--- src/rtl/demux8_pkg.sv ---
// Shared constants and slot-state type for the 1-to-8 buffered demux.
package demux8_pkg;

  localparam int unsigned NUM_CH = 8;
  localparam int unsigned SEL_W  = 3;

  typedef enum logic [0:0] {
    SLOT_EMPTY = 1'b0,
    SLOT_FULL  = 1'b1
  } slot_state_e;

endpackage

--- src/rtl/demux8_buf_if.sv ---
// Producer/consumer bundle of demux8_buf; out_cnt exists only when DEMUX8_CNT_EN is defined.
interface demux8_buf_if #(
  parameter int unsigned DATA_W = 32,
  parameter int unsigned CNT_W  = 8
);
  import demux8_pkg::*;

  logic                     in_vld;
  logic [SEL_W-1:0]         in_sel;
  logic [DATA_W-1:0]        in_data;
  logic                     in_rdy;
  logic [NUM_CH-1:0]        out_vld;
  logic [NUM_CH*DATA_W-1:0] out_data;
  logic [NUM_CH-1:0]        out_rdy;
`ifdef DEMUX8_CNT_EN
  logic [NUM_CH*CNT_W-1:0]  out_cnt;
`endif

  // Drives the producer inputs and consumer ready lines.
  modport master (
    output in_vld, in_sel, in_data, out_rdy,
`ifdef DEMUX8_CNT_EN
    input  out_cnt,
`endif
    input  in_rdy, out_vld, out_data
  );

  modport slave (
    input  in_vld, in_sel, in_data, out_rdy,
`ifdef DEMUX8_CNT_EN
    output out_cnt,
`endif
    output in_rdy, out_vld, out_data
  );

endinterface

--- src/rtl/demux8_slot.sv ---
// One demux channel: single-entry holding register with fill/drain FSM.
// Optional delivery counter enabled by DEMUX8_CNT_EN.
module demux8_slot
  import demux8_pkg::*;
#(
  parameter int unsigned DATA_W = 32,
  parameter int unsigned CNT_W  = 8
) (
  input  logic              clk,
  input  logic              rst_n,
  input  logic              fill_i,
  input  logic [DATA_W-1:0] data_i,
  input  logic              rdy_i,
`ifdef DEMUX8_CNT_EN
  output logic [CNT_W-1:0]  cnt_o,
`endif
  output logic              vld_o,
  output logic [DATA_W-1:0] data_o
);

  slot_state_e       state_q, state_d;
  logic [DATA_W-1:0] data_q, data_d;
  logic              drain;

  assign drain = (state_q == SLOT_FULL) && rdy_i;

  always_comb begin
    state_d = state_q;
    data_d  = data_q;
    // A fill on the same edge as a drain wins, keeping the slot full with new data.
    if (fill_i) begin
      state_d = SLOT_FULL;
      data_d  = data_i;
    end else if (drain) begin
      state_d = SLOT_EMPTY;
    end
  end

  always_ff @(posedge clk or negedge rst_n) begin
    if (!rst_n) begin
      state_q <= SLOT_EMPTY;
      data_q  <= '0;
    end else begin
      state_q <= state_d;
      data_q  <= data_d;
    end
  end

  assign vld_o  = (state_q == SLOT_FULL);
  assign data_o = data_q;

`ifdef DEMUX8_CNT_EN
  logic [CNT_W-1:0] cnt_q, cnt_d;

  always_comb begin
    cnt_d = cnt_q;
    if (drain) begin
      cnt_d = cnt_q + 1'b1;
    end
  end

  always_ff @(posedge clk or negedge rst_n) begin
    if (!rst_n) begin
      cnt_q <= '0;
    end else begin
      cnt_q <= cnt_d;
    end
  end

  assign cnt_o = cnt_q;
`endif

endmodule

--- src/rtl/demux8_buf.sv ---
// 1-to-8 buffered routing demux: steers one write stream to 8 stallable channels.
// Per-channel delivery counters are built only when DEMUX8_CNT_EN is defined.
module demux8_buf
  import demux8_pkg::*;
#(
  parameter int unsigned DATA_W = 32,
  parameter int unsigned CNT_W  = 8
) (
  input  logic         clk,
  input  logic         rst_n,
  demux8_buf_if.slave  bus
);

  logic [NUM_CH-1:0]        vld;
  logic [NUM_CH*DATA_W-1:0] data;
  logic [NUM_CH-1:0]        fill_en;
  logic [SEL_W-1:0]         sel_eff;
  logic                     in_rdy;

  // Mask the select while idle so an undriven in_sel cannot leak X into in_rdy.
  assign sel_eff = bus.in_vld ? bus.in_sel : '0;
  assign in_rdy  = !vld[sel_eff] || bus.out_rdy[sel_eff];

  always_comb begin
    fill_en = '0;
    if (bus.in_vld && in_rdy) begin
      fill_en[sel_eff] = 1'b1;
    end
  end

`ifdef DEMUX8_CNT_EN
  logic [NUM_CH*CNT_W-1:0] cnt;
  assign bus.out_cnt = cnt;
`endif

  for (genvar k = 0; k < NUM_CH; k++) begin : g_slot
    demux8_slot #(
      .DATA_W (DATA_W),
      .CNT_W  (CNT_W)
    ) u_slot (
      .clk    (clk),
      .rst_n  (rst_n),
      .fill_i (fill_en[k]),
      .data_i (bus.in_data),
      .rdy_i  (bus.out_rdy[k]),
`ifdef DEMUX8_CNT_EN
      .cnt_o  (cnt[k*CNT_W +: CNT_W]),
`endif
      .vld_o  (vld[k]),
      .data_o (data[k*DATA_W +: DATA_W])
    );
  end

  assign bus.in_rdy   = in_rdy;
  assign bus.out_vld  = vld;
  assign bus.out_data = data;

endmodule
--- src/flat_wrapper.sv ---
// flat-port wrapper written by rule: the top's interface ports become plain ports
module demux8_buf_flat import demux8_pkg::*;
#(
  parameter int unsigned DATA_W = 32,
  parameter int unsigned CNT_W  = 8
)
  (clk, rst_n, bus_in_vld, bus_in_sel, bus_in_data, bus_out_rdy, bus_in_rdy, bus_out_vld, bus_out_data);
  demux8_buf_if #(.DATA_W(DATA_W), .CNT_W(CNT_W)) bus_i ();
  input  logic clk;
  input  logic rst_n;
  input wire logic [$bits(bus_i.in_vld)-1:0] bus_in_vld;
  input wire logic [$bits(bus_i.in_sel)-1:0] bus_in_sel;
  input wire logic [$bits(bus_i.in_data)-1:0] bus_in_data;
  input wire logic [$bits(bus_i.out_rdy)-1:0] bus_out_rdy;
  output wire logic [$bits(bus_i.in_rdy)-1:0] bus_in_rdy;
  output wire logic [$bits(bus_i.out_vld)-1:0] bus_out_vld;
  output wire logic [$bits(bus_i.out_data)-1:0] bus_out_data;
  assign bus_i.in_vld = bus_in_vld;
  assign bus_i.in_sel = bus_in_sel;
  assign bus_i.in_data = bus_in_data;
  assign bus_i.out_rdy = bus_out_rdy;
  assign bus_in_rdy = bus_i.in_rdy;
  assign bus_out_vld = bus_i.out_vld;
  assign bus_out_data = bus_i.out_data;
  demux8_buf #(.DATA_W(DATA_W), .CNT_W(CNT_W)) u_core (.clk(clk), .rst_n(rst_n), .bus(bus_i));
endmodule
--- config.mk ---
export PLATFORM = sky130hd
export DESIGN_NAME = demux8_buf_flat
export DESIGN_NICKNAME = d
export VERILOG_FILES = /design/src/rtl/demux8_pkg.sv /design/src/rtl/demux8_buf_if.sv /design/src/rtl/demux8_slot.sv /design/src/rtl/demux8_buf.sv /design/src/flat_wrapper.sv
export SDC_FILE = /design/constraint.sdc
export NUM_CORES = 1
export LEC_CHECK = 0
export CAP_MARGIN = 25
export CORE_UTILIZATION = 41
export DETAILED_ROUTE_END_ITERATION = 7
export PLACE_DENSITY = 0.69
export SETUP_SLACK_MARGIN = 0.05
export SLEW_MARGIN = 20
export SYNTH_ARGS = -nofsm -noshare
export SYNTH_HDL_FRONTEND = slang
export SYNTH_SLANG_ARGS = --single-unit
export TNS_END_PERCENT = 30
--- constraint.sdc ---
create_clock -name clk -period 5.8 [get_ports clk]
set_clock_uncertainty 0.05 [all_clocks]
set_input_delay 1.16 -clock clk [delete_from_list [all_inputs] [get_ports clk]]
set_output_delay 1.16 -clock clk [all_outputs]
set_load 0.005 [all_outputs]
Word level (Yosys, flattened, before mapping)
Cells that the tools add are included.
- reduce and logical (&&, ||, !) cells: 20
- order comparisons: 2
- muxes and demuxes: 24
- operators with widths (cell ; number):
    1-bit 2-to-1 mux ; 19
    2-bit nonzero test ; 8
    1-bit logical AND ; 10
    8-bit 2-to-1 mux ; 1
    1-bit binary-select mux with 3-bit select ; 2
    3-bit by 4-bit < comparator with 1-bit output, second input constant ; 1
    1-bit demux with 3-bit select ; 1
    3-bit by 1-bit greater-or-equal comparator with 1-bit output, second input constant ; 1
    3-bit 2-to-1 mux ; 1
    1-bit logical NOT ; 1
    1-bit logical OR ; 1
- register bits: 264

Longest topological paths before layout
- word-level depth: 8
- mapped depth: 9
- depth with buffers taken out: 5

By module
From an unflattened synthesis, not the netlist that was laid out.
- cell total of the unflattened synthesis: 607
- area, all modules: 11334.6 sq um
- by module, submodules not included (module ; area an instance (sq um) ; sequential area each (sq um) ; times used ; cells each):
    demux8_slot ; 1377.6 ; 825.8 ; 8 ; 71
    demux8_buf ; 314.1 ; 0.0 ; 1 ; 39

Worst setup path after synthesis
No wires, ideal clock.
- kind: input-to-output
- start point: in bus_in_sel[0]
- end point: out bus_in_rdy
- path slack: 2.250 ns
- cell stages on the path: 5
- buffers on the path: 1
- arrival: 2.340 ns
- cell sequence: buf_6 > mux2i_1 > o22ai_2 > nor3_4 > nand3_1
- cells in the longest elaborated chain, start to end: 5
- elaborated cells between the ends (all ways): 7
- classes of those cells: mux (5); reduce/logical (2)
- ends and longest elaborated chain (what ; line ; source):
    start, declared ; flat_wrapper.sv:12 ; input wire logic [$bits(bus_i.in_sel)-1:0] bus_in_sel;
    3-bit 2-to-1 mux (*) ; demux8_buf.sv:21 ; assign sel_eff = bus.in_vld ? bus.in_sel : '0;
    1-bit binary-select mux with 3-bit select ; demux8_buf.sv:22 ; assign in_rdy = !vld[sel_eff] || bus.out_rdy[sel_eff];
    1-bit 2-to-1 mux (not written as such) ; demux8_buf.sv:22 ;
    1-bit logical NOT ; demux8_buf.sv:22 ;
    1-bit logical OR (*) ; demux8_buf.sv:22 ;
    end, declared ; flat_wrapper.sv:15 ; output wire logic [$bits(bus_i.in_rdy)-1:0] bus_in_rdy;
Every way passes the cells marked *; elsewhere a longest branch is shown, timed or not. The select of a mux whose other input is x is not followed.

Worst setup path in the final report
Ends and elaborated chain as after synthesis.

==> metrics.txt <==
Ys Warns=0; Syn Std Cell Area=0.01126 mm²; main area contributors after synthesis=dfrtp_1 59%, mux2_4 31%, buf_6 2.4%, mux2_2 2.4%, a311oi_4 1.6%; final WL=27860 µm; max frequency=213.0 MHz; ys async rst share=1.000; GRT Residual Overflow=0; internal power=4.639 mW; Power Density=396.4 mW/mm²; DRC=0; FF+latch count, synth=264; number of top-level pins=311; clk slew on worst S/H paths=0.06 ns; Arrival @ worst endpoint=3.48 ns; PnR Total Power=6.143 mW; n_diodes=0; Synth-to-Final Area Change=37.61%; unrepaired setup endpoints after global routing=false; DR vias=6281; endpoints failing hold=0; number of global-route vias before repair=6819; share of layout cells above drive strength 1=0.3544; root buf cell=clkbuf_16; clk_lat worst skew=0.53 ns; die area=0.02814 mm²; dpl cells=1239; post-CTS setup buffer count=0; Final Non-Filler Cells=1289; CTS buffer count=28; Worst Max-Slew Pin Slew=0.8430 ns; Post-synth EDFFs=0; Logic pwr share=0.294; max_slew headroom=0.4380; Syn Nets=651; setup TNS=0 ns; cell with the most instances after synthesis=dfrtp_1; sequential-to-total area share from yosys stat=0.5866; Peak VDD IR=0.1800 mV; Final ANT Viol Nets=0; Initial Utilization=0.4179; Gate Count Post-Synth=605; Setup CP Type=input port to output port; initial drt markers=293; Syn Area/Cell=18.61 µm²; Die Y=167.7 µm; Yosys top cell by area=dfrtp_1; worst hold margin=0.4551 ns; IO buf count=310; Synth top area share=0.5866; crit-path max FO=11; pin count of the biggest net entering global routing=144; initial antenna violation count=0; Yosys cell types=27; via/cell ratio=4.873; Core Region=0.02695 mm²; Die X=167.7 µm; minimum clock period=4.694 ns; gp weighted congestion=0.7899; first-pass GRT wire length=43150 µm; Row Count=60; drt pass-1 iters=4; top cells by count, synth=264 x dfrtp_1, 232 x mux2_4, 24 x buf_6, 24 x mux2_2, 9 x inv_1; DR WL/cell=21.61 µm; Sw Share=0.2448; CTS tree=built; clock share of power=0.293; Crit. End Element=output port; net switching power=1.504 mW; DP HPWL=18600 µm; Max Slew Vio Count=0; required time of the worst setup path=4.59 ns; cts hold-fix bufs=0; max_cap viols=0; status=finished clean; layout net count=974; Seq pwr share=0.413; clk buf depth=3; post-CTS sizing=0; GRT Total Usage=0.1982; Critical Path Start Type=input port; CTS sink count=264; Final setup viols=0; H-tree depth=1; Post-synth top flop=dfrtp_1; leak pwr=6.934 nW; worst hold path class=flop to flop; Final Cycle Share=0.8093
-- power by group through the flow --
| stage | Sequential, mW | Combinational [mW] | Clock, mW |
|---|---|---|---|
| finish | 2.54 | 1.81 | 1.80 |
| global route | 2.58 | 1.91 | 1.91 |
| CTS | 2.54 | 1.83 | 1.84 |
| detailed placement | 2.55 | 1.82 | 0 |
| global placement | 2.55 | 1.80 | 0 |
| floorplan | 2.56 | 0.667 | 0 |
-- final timing paths --
path	startpoint	end	slack, ns	cells after the start
worst min-delay path	u_core.g_slot[3].u_slot.data_o[31]	u_core.g_slot[3].u_slot.data_o[31]	0.46	1
max in group asynchronous	rst_n	u_core.g_slot[6].u_slot.data_o[16]	3.99	2
worst min register to register	u_core.g_slot[3].u_slot.data_o[31]	u_core.g_slot[3].u_slot.data_o[31]	0.46	1
worst max register to register	u_core.g_slot[3].u_slot.vld_o	u_core.g_slot[3].u_slot.data_o[1]	3.15	7
min in group asynchronous	rst_n	u_core.g_slot[4].u_slot.vld_o	0.50	1
worst max-delay path	bus_in_sel[0]	bus_in_rdy	1.11	6
-- kinds of logic (layout without fill, tap and decap cells) --
| logic type | count (synthesis) | count (layout) | share of synthesized area |
|---|---|---|---|
| flops | 264 | 264 | 0.5866 |
| mux | 262 | 262 | 0.3386 |
| buf+inv | 45 | 388 | 0.03800 |
| compound gates | 21 | 21 | 0.02589 |
| simple gates | 13 | 13 | 0.01089 |
-- flip-flops by register name (all words and copies together) (netlist names) --
| name | cells |
|---|---|
| u_core.g_slot.u_slot.vld_o | 8 |
| u_core.g_slot.u_slot.data_o | 256 |
-- routing by layer --
metal	vias up	share of wire	GRT usage
li1	2775	-	-
met1	3255	0.45	0.2728
met2	209	0.45	0.3078
met3	42	0.073	0.05838
met4	0	0.021	0.04707
met5	-	0	0
-- cell type report --
class | instances | area [µm²]
fill | 2098 | 11450
sequential | 264 | 6606
multi-input combinational | 296 | 4229
timing repair buffer | 328 | 3268
clock buffer | 42 | 834.6
inverter | 10 | 37.54
tap | 341 | 426.7
clock inverter | 8 | 95.09
-- per-stage QoR --
step | util | area [µm²] | setup slack [ns]
final | 0.5750 | 15500 | 1.106
after global routing | 0.5750 | 15500 | 0.9903
after CTS | 0.5750 | 15500 | 1.104
after detailed placement | 0.5405 | 14570 | 1.105
after global placement | 0.5405 | 14570 | 1.135
after floorplan | - | 11260 | 2.250
-- layout by cell type (no fill, tap or decap), types with 7 or more instances in the layout --
cell type	n
mux2_4	232
a311oi_4	7
a21o_1	7
clkbuf_16	29
clkdlybuf4s50_1	309
inv_1	9
mux2_2	24
buf_4	16
dfrtp_1	264
clkbuf_1	7
-- critical path, cell delays in order --
cell	delay, ns
clkdlybuf4s50_1	0.77
or2_4	0.44
o21ai_1	0.26
nand2_4	0.20
nand3_1	0.15
clkdlybuf4s50_1	0.50
Power figures use the tool's default switching activity.
